`src/rtl/dmem_stream_pkg.sv`:
```
// Shared constants and the state type for the data-memory stream reader.
// Build option: DMEM_STREAM_CHECKSUM_EN adds a trailing XOR checksum beat.
package dmem_stream_pkg;

  localparam int ADDR_W    = 5;
  localparam int DATA_W    = 8;
  localparam int MEM_DEPTH = 32;

  // CSUM is always part of the encoding so the state width does not change
  // with the build option; it is unreachable when the checksum is disabled.
  typedef enum logic [2:0] {
    IDLE  = 3'd0,
    FETCH = 3'd1,
    SEND  = 3'd2,
    CSUM  = 3'd3,
    DONE  = 3'd4
  } state_e;

endpackage

```
`src/rtl/dmem_addr_counter.sv`:
```
// Loadable, wrapping address register that drives the data-memory address.
// Load takes priority over increment; increment wraps naturally at 2**ADDR_W.
module dmem_addr_counter
  import dmem_stream_pkg::*;
#(
  parameter int AW = dmem_stream_pkg::ADDR_W
) (
  input  logic          clk_i,
  input  logic          rst_i,
  input  logic          load_i,
  input  logic [AW-1:0] load_addr_i,
  input  logic          inc_i,
  output logic [AW-1:0] addr_o
);

  logic [AW-1:0] addr_q;
  logic [AW-1:0] addr_d;

  // Next address: load a new base, step by one, or hold.
  always_comb begin
    addr_d = addr_q;
    if (load_i) begin
      addr_d = load_addr_i;
    end else if (inc_i) begin
      addr_d = addr_q + 1'b1;
    end
  end

  // Address register, cleared by reset.
  always_ff @(posedge clk_i or posedge rst_i) begin
    if (rst_i) begin
      addr_q <= '0;
    end else begin
      addr_q <= addr_d;
    end
  end

  assign addr_o = addr_q;

endmodule

```
`src/rtl/dmem_stream_reader.sv`:
```
// Read-side initiator for the 32 x 8 data memory: walks a wrap-around address
// range, reads each byte combinationally and streams it over valid/ready.
// Never writes the memory. Build option DMEM_STREAM_CHECKSUM_EN appends one
// beat carrying the XOR of all data bytes of the request.
//
// state | meaning
// ------+-------------------------------------------------------------
// IDLE  | waiting for start; start with count 0 goes straight to DONE
// FETCH | capture memory read data into the output register
// SEND  | hold the beat until tx_ready, then advance address/remaining
// CSUM  | present the checksum beat (checksum build only)
// DONE  | one-cycle done pulse, then back to IDLE
module dmem_stream_reader #(
  parameter int ADDR_W = dmem_stream_pkg::ADDR_W,
  parameter int DATA_W = dmem_stream_pkg::DATA_W
) (
  input  logic              clk_i,
  input  logic              rst_i,
  input  logic              start_i,
  input  logic [ADDR_W-1:0] start_addr_i,
  input  logic [ADDR_W:0]   count_i,
  output logic [ADDR_W-1:0] mem_address_o,
  input  logic [DATA_W-1:0] mem_data_i,
  output logic [DATA_W-1:0] tx_data_o,
  output logic              tx_valid_o,
  input  logic              tx_ready_i,
  output logic              busy_o,
  output logic              done_o
);

  import dmem_stream_pkg::*;

  state_e            state_q;
  logic [DATA_W-1:0] tx_data_q;
  logic              tx_valid_q;
  logic              busy_q;
  logic              done_q;
  logic [ADDR_W:0]   remaining_q;
`ifdef DMEM_STREAM_CHECKSUM_EN
  logic [DATA_W-1:0] csum_q;
`endif

  logic addr_load;
  logic addr_inc;

  // Address moves only on an accepted start or a data-beat handshake, so it
  // stays put while a beat waits for the sink.
  always_comb begin
    addr_load = (state_q == IDLE) && start_i && (count_i != '0);
    addr_inc  = (state_q == SEND) && tx_ready_i;
  end

  dmem_addr_counter #(
    .AW (ADDR_W)
  ) u_addr_counter (
    .clk_i       (clk_i),
    .rst_i       (rst_i),
    .load_i      (addr_load),
    .load_addr_i (start_addr_i),
    .inc_i       (addr_inc),
    .addr_o      (mem_address_o)
  );

  // Sequencer with registered stream, busy and done outputs.
  always_ff @(posedge clk_i or posedge rst_i) begin
    if (rst_i) begin
      state_q     <= IDLE;
      tx_data_q   <= '0;
      tx_valid_q  <= 1'b0;
      busy_q      <= 1'b0;
      done_q      <= 1'b0;
      remaining_q <= '0;
`ifdef DMEM_STREAM_CHECKSUM_EN
      csum_q      <= '0;
`endif
    end else begin
      case (state_q)
        IDLE: begin
          done_q <= 1'b0;
          if (start_i) begin
            busy_q <= 1'b1;
            if (count_i != '0) begin
              remaining_q <= count_i;
`ifdef DMEM_STREAM_CHECKSUM_EN
              csum_q      <= '0;
`endif
              state_q     <= FETCH;
            end else begin
              done_q  <= 1'b1;
              state_q <= DONE;
            end
          end
        end

        FETCH: begin
          // Registering the byte here decouples the beat from later memory writes.
          tx_data_q  <= mem_data_i;
          tx_valid_q <= 1'b1;
          state_q    <= SEND;
        end

        SEND: begin
          if (tx_ready_i) begin
            tx_valid_q  <= 1'b0;
            remaining_q <= remaining_q - 1'b1;
`ifdef DMEM_STREAM_CHECKSUM_EN
            csum_q      <= csum_q ^ tx_data_q;
`endif
            if (remaining_q == (ADDR_W+1)'(1)) begin
`ifdef DMEM_STREAM_CHECKSUM_EN
              state_q <= CSUM;
`else
              done_q  <= 1'b1;
              state_q <= DONE;
`endif
            end else begin
              state_q <= FETCH;
            end
          end
        end

`ifdef DMEM_STREAM_CHECKSUM_EN
        CSUM: begin
          // First cycle loads the finished checksum, then it is held like a data beat.
          if (!tx_valid_q) begin
            tx_data_q  <= csum_q;
            tx_valid_q <= 1'b1;
          end else if (tx_ready_i) begin
            tx_valid_q <= 1'b0;
            done_q     <= 1'b1;
            state_q    <= DONE;
          end
        end
`endif

        DONE: begin
          done_q     <= 1'b0;
          busy_q     <= 1'b0;
          tx_valid_q <= 1'b0;
          state_q    <= IDLE;
        end

        default: begin
          tx_valid_q <= 1'b0;
          busy_q     <= 1'b0;
          done_q     <= 1'b0;
          state_q    <= IDLE;
        end
      endcase
    end
  end

  assign tx_data_o  = tx_data_q;
  assign tx_valid_o = tx_valid_q;
  assign busy_o     = busy_q;
  assign done_o     = done_q;

endmodule
```
`config.mk`:
```
export PLATFORM = sky130hd
export DESIGN_NAME = dmem_stream_reader
export DESIGN_NICKNAME = d
export VERILOG_FILES = /design/src/rtl/dmem_stream_pkg.sv /design/src/rtl/dmem_addr_counter.sv /design/src/rtl/dmem_stream_reader.sv
export SDC_FILE = /design/constraint.sdc
export NUM_CORES = 1
export LEC_CHECK = 0
export CAP_MARGIN = 25
export CORE_MARGIN = 2
export CORE_UTILIZATION = 30
export DETAILED_ROUTE_END_ITERATION = 12
export PLACE_DENSITY = 0.53
export REMOVE_ABC_BUFFERS = 1
export SETUP_SLACK_MARGIN = 0.4
export SYNTH_ARGS = -nofsm -noshare
export SYNTH_HDL_FRONTEND = slang
export SYNTH_SLANG_ARGS = --single-unit
```
`constraint.sdc`:
```
create_clock -name clk_i -period 1.65 [get_ports clk_i]
set_clock_uncertainty 0.05 [all_clocks]
set_input_delay 0.2475 -clock clk_i [delete_from_list [all_inputs] [get_ports clk_i]]
set_output_delay 0.2475 -clock clk_i [all_outputs]
set_load 0.1 [all_outputs]
```
==> results.py <==
metrics = {
    "routing": {
        "finalWirelength_um": 4010,
        "vias": 1329,
        "drt_iter0_markers": 82,
        "drtPass1Iterations": 4,
        "vias_per_cell": 5.09,
        "wl_per_cell_um": 15.4,
        "final_antenna_net_count": 0,
        "remaining_drc_errors": 0,
    },
    "worst_setup_path": {
        "path_depth": 4,
        "path_class": "reg2reg",
        "startpoint": "state_q[0]$_DFFE_PP0P_",
        "crit_chain": "buf_4 > and4bb_2 > mux2_4 > mux2_4",
        "crit_required_ps": 1770,
        "cp_slowest_cell": "dfrtp_1",
        "arrival_ps": 1720,
        "start_kind": "register",
        "path_buf_inv": 1,
        "reg2reg_slack_ps": 40,
        "slowest_delay_ps": 410,
        "rr_worst_depth": 4,
        "worstPathMaxFanout": 2,
        "critPathTopFamily": "multiplexers",
        "worstSetupEndpoint": "u_addr_counter.addr_o[1]$_DFFE_PP0P_",
        "endpoint_kind": "register",
        "r2r_end": "u_addr_counter.addr_o[1]$_DFFE_PP0P_",
        "worstReg2RegStart": "state_q[0]$_DFFE_PP0P_",
        "cpMostUsedCell": "mux2_4",
    },
    "final_layout": {
        "layout-drive-gt1-share_pct": 46.9,
        "multi_input_comb_area_um2": 803,
        "syn2layout_area_growth_pct": 78.0,
        "register_area_um2": 631,
        "fin_nets": 236,
        "fillers": 371,
        "n_antenna_cell": 0,
    },
    "global_route": {
        "grt_overflow": 0,
        "antenna_found_initial": 0,
        "grt_pass1_wl_um": 6660,
        "grt_usage_pct": 16.1,
        "grt_max_degree": 14,
        "grt_pass1_vias": 1495,
    },
    "synthesis": {
        "ys_types": 44,
        "ys_warn_count": 0,
        "syn_area_um2": 1390,
        "yosysSeqAreaShare_pct": 45.0,
        "async_flop_share_pct": 100,
        "syn_inst": 130,
        "synth_edf_count": 0,
        "syn_avg_cell_area_um2": 10.7,
        "synth_seq_cells": 25,
        "synth_top_flop_cell": "dfrtp_1",
    },
    "status": {
        "status": "finished clean",
    },
    "floorplan": {
        "io_pins": 39,
        "die_h_um": 72.0,
        "fp.dieW_um": 72.0,
        "rows": 24,
        "start_util_pct": 31.5,
        "coreArea_um2": 4410,
        "die_area_um2": 5190,
    },
    "place": {
        "gp_congestion": 0.857,
        "hpwlAfterDp_um": 2710,
        "io_buffers": 38,
    },
    "cts": {
        "cts.htree.levels": 1,
        "clkSinkCount": 25,
        "root_buffer": "clkbuf_8",
        "worstSkewPairLatency_ps": 270,
        "numCtsBuffers": 3,
        "cts_tree": "yes",
        "path_clk_slew_ps": 100,
        "ctsHoldBuffers": 0,
        "max-clock-path-buffers": 2,
    },
    "worst_hold_path": {
        "hp-class": "in2async",
    },
    "sta": {
        "max_freq_mhz": 621,
        "worstMarginPinSlew_ps": 339,
        "relSlewSlack_pct": 76.8,
        "setup_violations": 0,
        "period_share_pct": 97.5,
        "slew_violations": 0,
        "final.min_clock_period_ps": 1610,
        "finalHoldViolations": 0,
        "fin_tns_setup_ps": 0,
        "rsz0062_at_grt": "yes",
        "whs_ps": 173,
    },
    "run": {
        "drv_cap": 0,
    },
}
state kept, by name, indices dropped and copies added (netlist names):
name,flops
tx_valid_o,1
remaining_q,6
done_o,1
busy_o,1
state_q,3
u_addr_counter.addr_o,5
tx_data_o,8
routing by layer:
metal | GRT usage [%] | vias to the layer above | share of wire, %
li1 | - | 626 | -
met1 | 20.8 | 667 | 45
met2 | 27.3 | 34 | 50
met3 | 3.61 | 2 | 4.1
met4 | 4.61 | 0 | 0.45
met5 | 0 | - | 0
Yosys cell counts, types with 3 or more instances:
master	number	area share [%]
a21oi_1	6	2.2
nor3b_1	3	1.6
inv_1	5	1.4
a31oi_1	4	1.8
dfrtp_1	25	45
nor2_1	8	2.2
nand3_1	4	1.4
mux2_2	11	8.9
nand2_1	11	3.0
ha_1	3	2.7
o21ai_0	5	1.8
worst min path at each step:
stage               slack (ps)                endpoint  start  depth (start not counted)
detailed placement         480  tx_valid_o$_DFFE_PP0P_  rst_i                          2
finish                     170  state_q[0]$_DFFE_PP0P_  rst_i                          2
floorplan                  220      busy_o$_DFFE_PP0P_  rst_i                          1
CTS                        190  tx_valid_o$_DFFE_PP0P_  rst_i                          2
global route               190      busy_o$_DFFE_PP0P_  rst_i                          2
global placement           470  tx_valid_o$_DFFE_PP0P_  rst_i                          2
layout make-up:
class | count | share of cell area, %
Inverter | 5 | 0.759
Clock buffer | 4 | 1.82
Multi-Input combinational cell | 93 | 32.5
Tap cell | 52 | 2.63
Sequential cell | 25 | 25.5
Timing Repair Buffer | 82 | 36.8
timing repair:
action,in CTS,in global routing
gates cloned,1,0
buffers inserted,13,5
gates resized for setup,47,12
endpoints found under the setup margin,25,26
pin swaps,9,9
through the flow:
| step | std cells | setup WS (ps) | util (%) | instance area [um^2] |
|---|---|---|---|---|
| 2_1_floorplan | 123 | -341 | - | 1340 |
| 3_3_place_gp | 238 | -267 | 48.7 | 2150 |
| 3_5_place_dp | 238 | -304 | 48.7 | 2150 |
| 4_1_cts | 256 | 67.6 | 54.1 | 2390 |
| 5_1_grt | 261 | 0.0357 | 56.0 | 2470 |
| 6_report | 261 | 40.7 | 56.0 | 2470 |
worst register-to-register path: stages (launching register included):
cell and delay [ps]:
dfrtp_1 410, buf_4 150, and4bb_2 330, mux2_4 300
mux2_4 270
cell families (layout without fill, tap and decap cells):
family | after synthesis | in the layout | share of synthesized area, %
compound gates | 32 | 32 | 16.4
xor+xnor | 1 | 1 | 0.631
fa+ha+maj | 3 | 3 | 2.70
buf+inv | 12 | 91 | 4.59
flops | 25 | 25 | 45.0
mux | 13 | 13 | 10.4
simple gates | 44 | 44 | 20.3
placed cells by master, fill, tap and decap left out, drive strengths merged, types with 5 or more instances in the layout:
cell type,Yosys,layout
inv,5,5
o21ai,5,5
mux2,11,11
nor2,8,8
a21oi,6,6
nand2,11,11
buf,4,62
dfrtp,25,25
clkdlybuf4s50,0,15
Power is not shown: default switching activity piles up to over one toggle a cycle in this logic, so the estimate is an artifact.
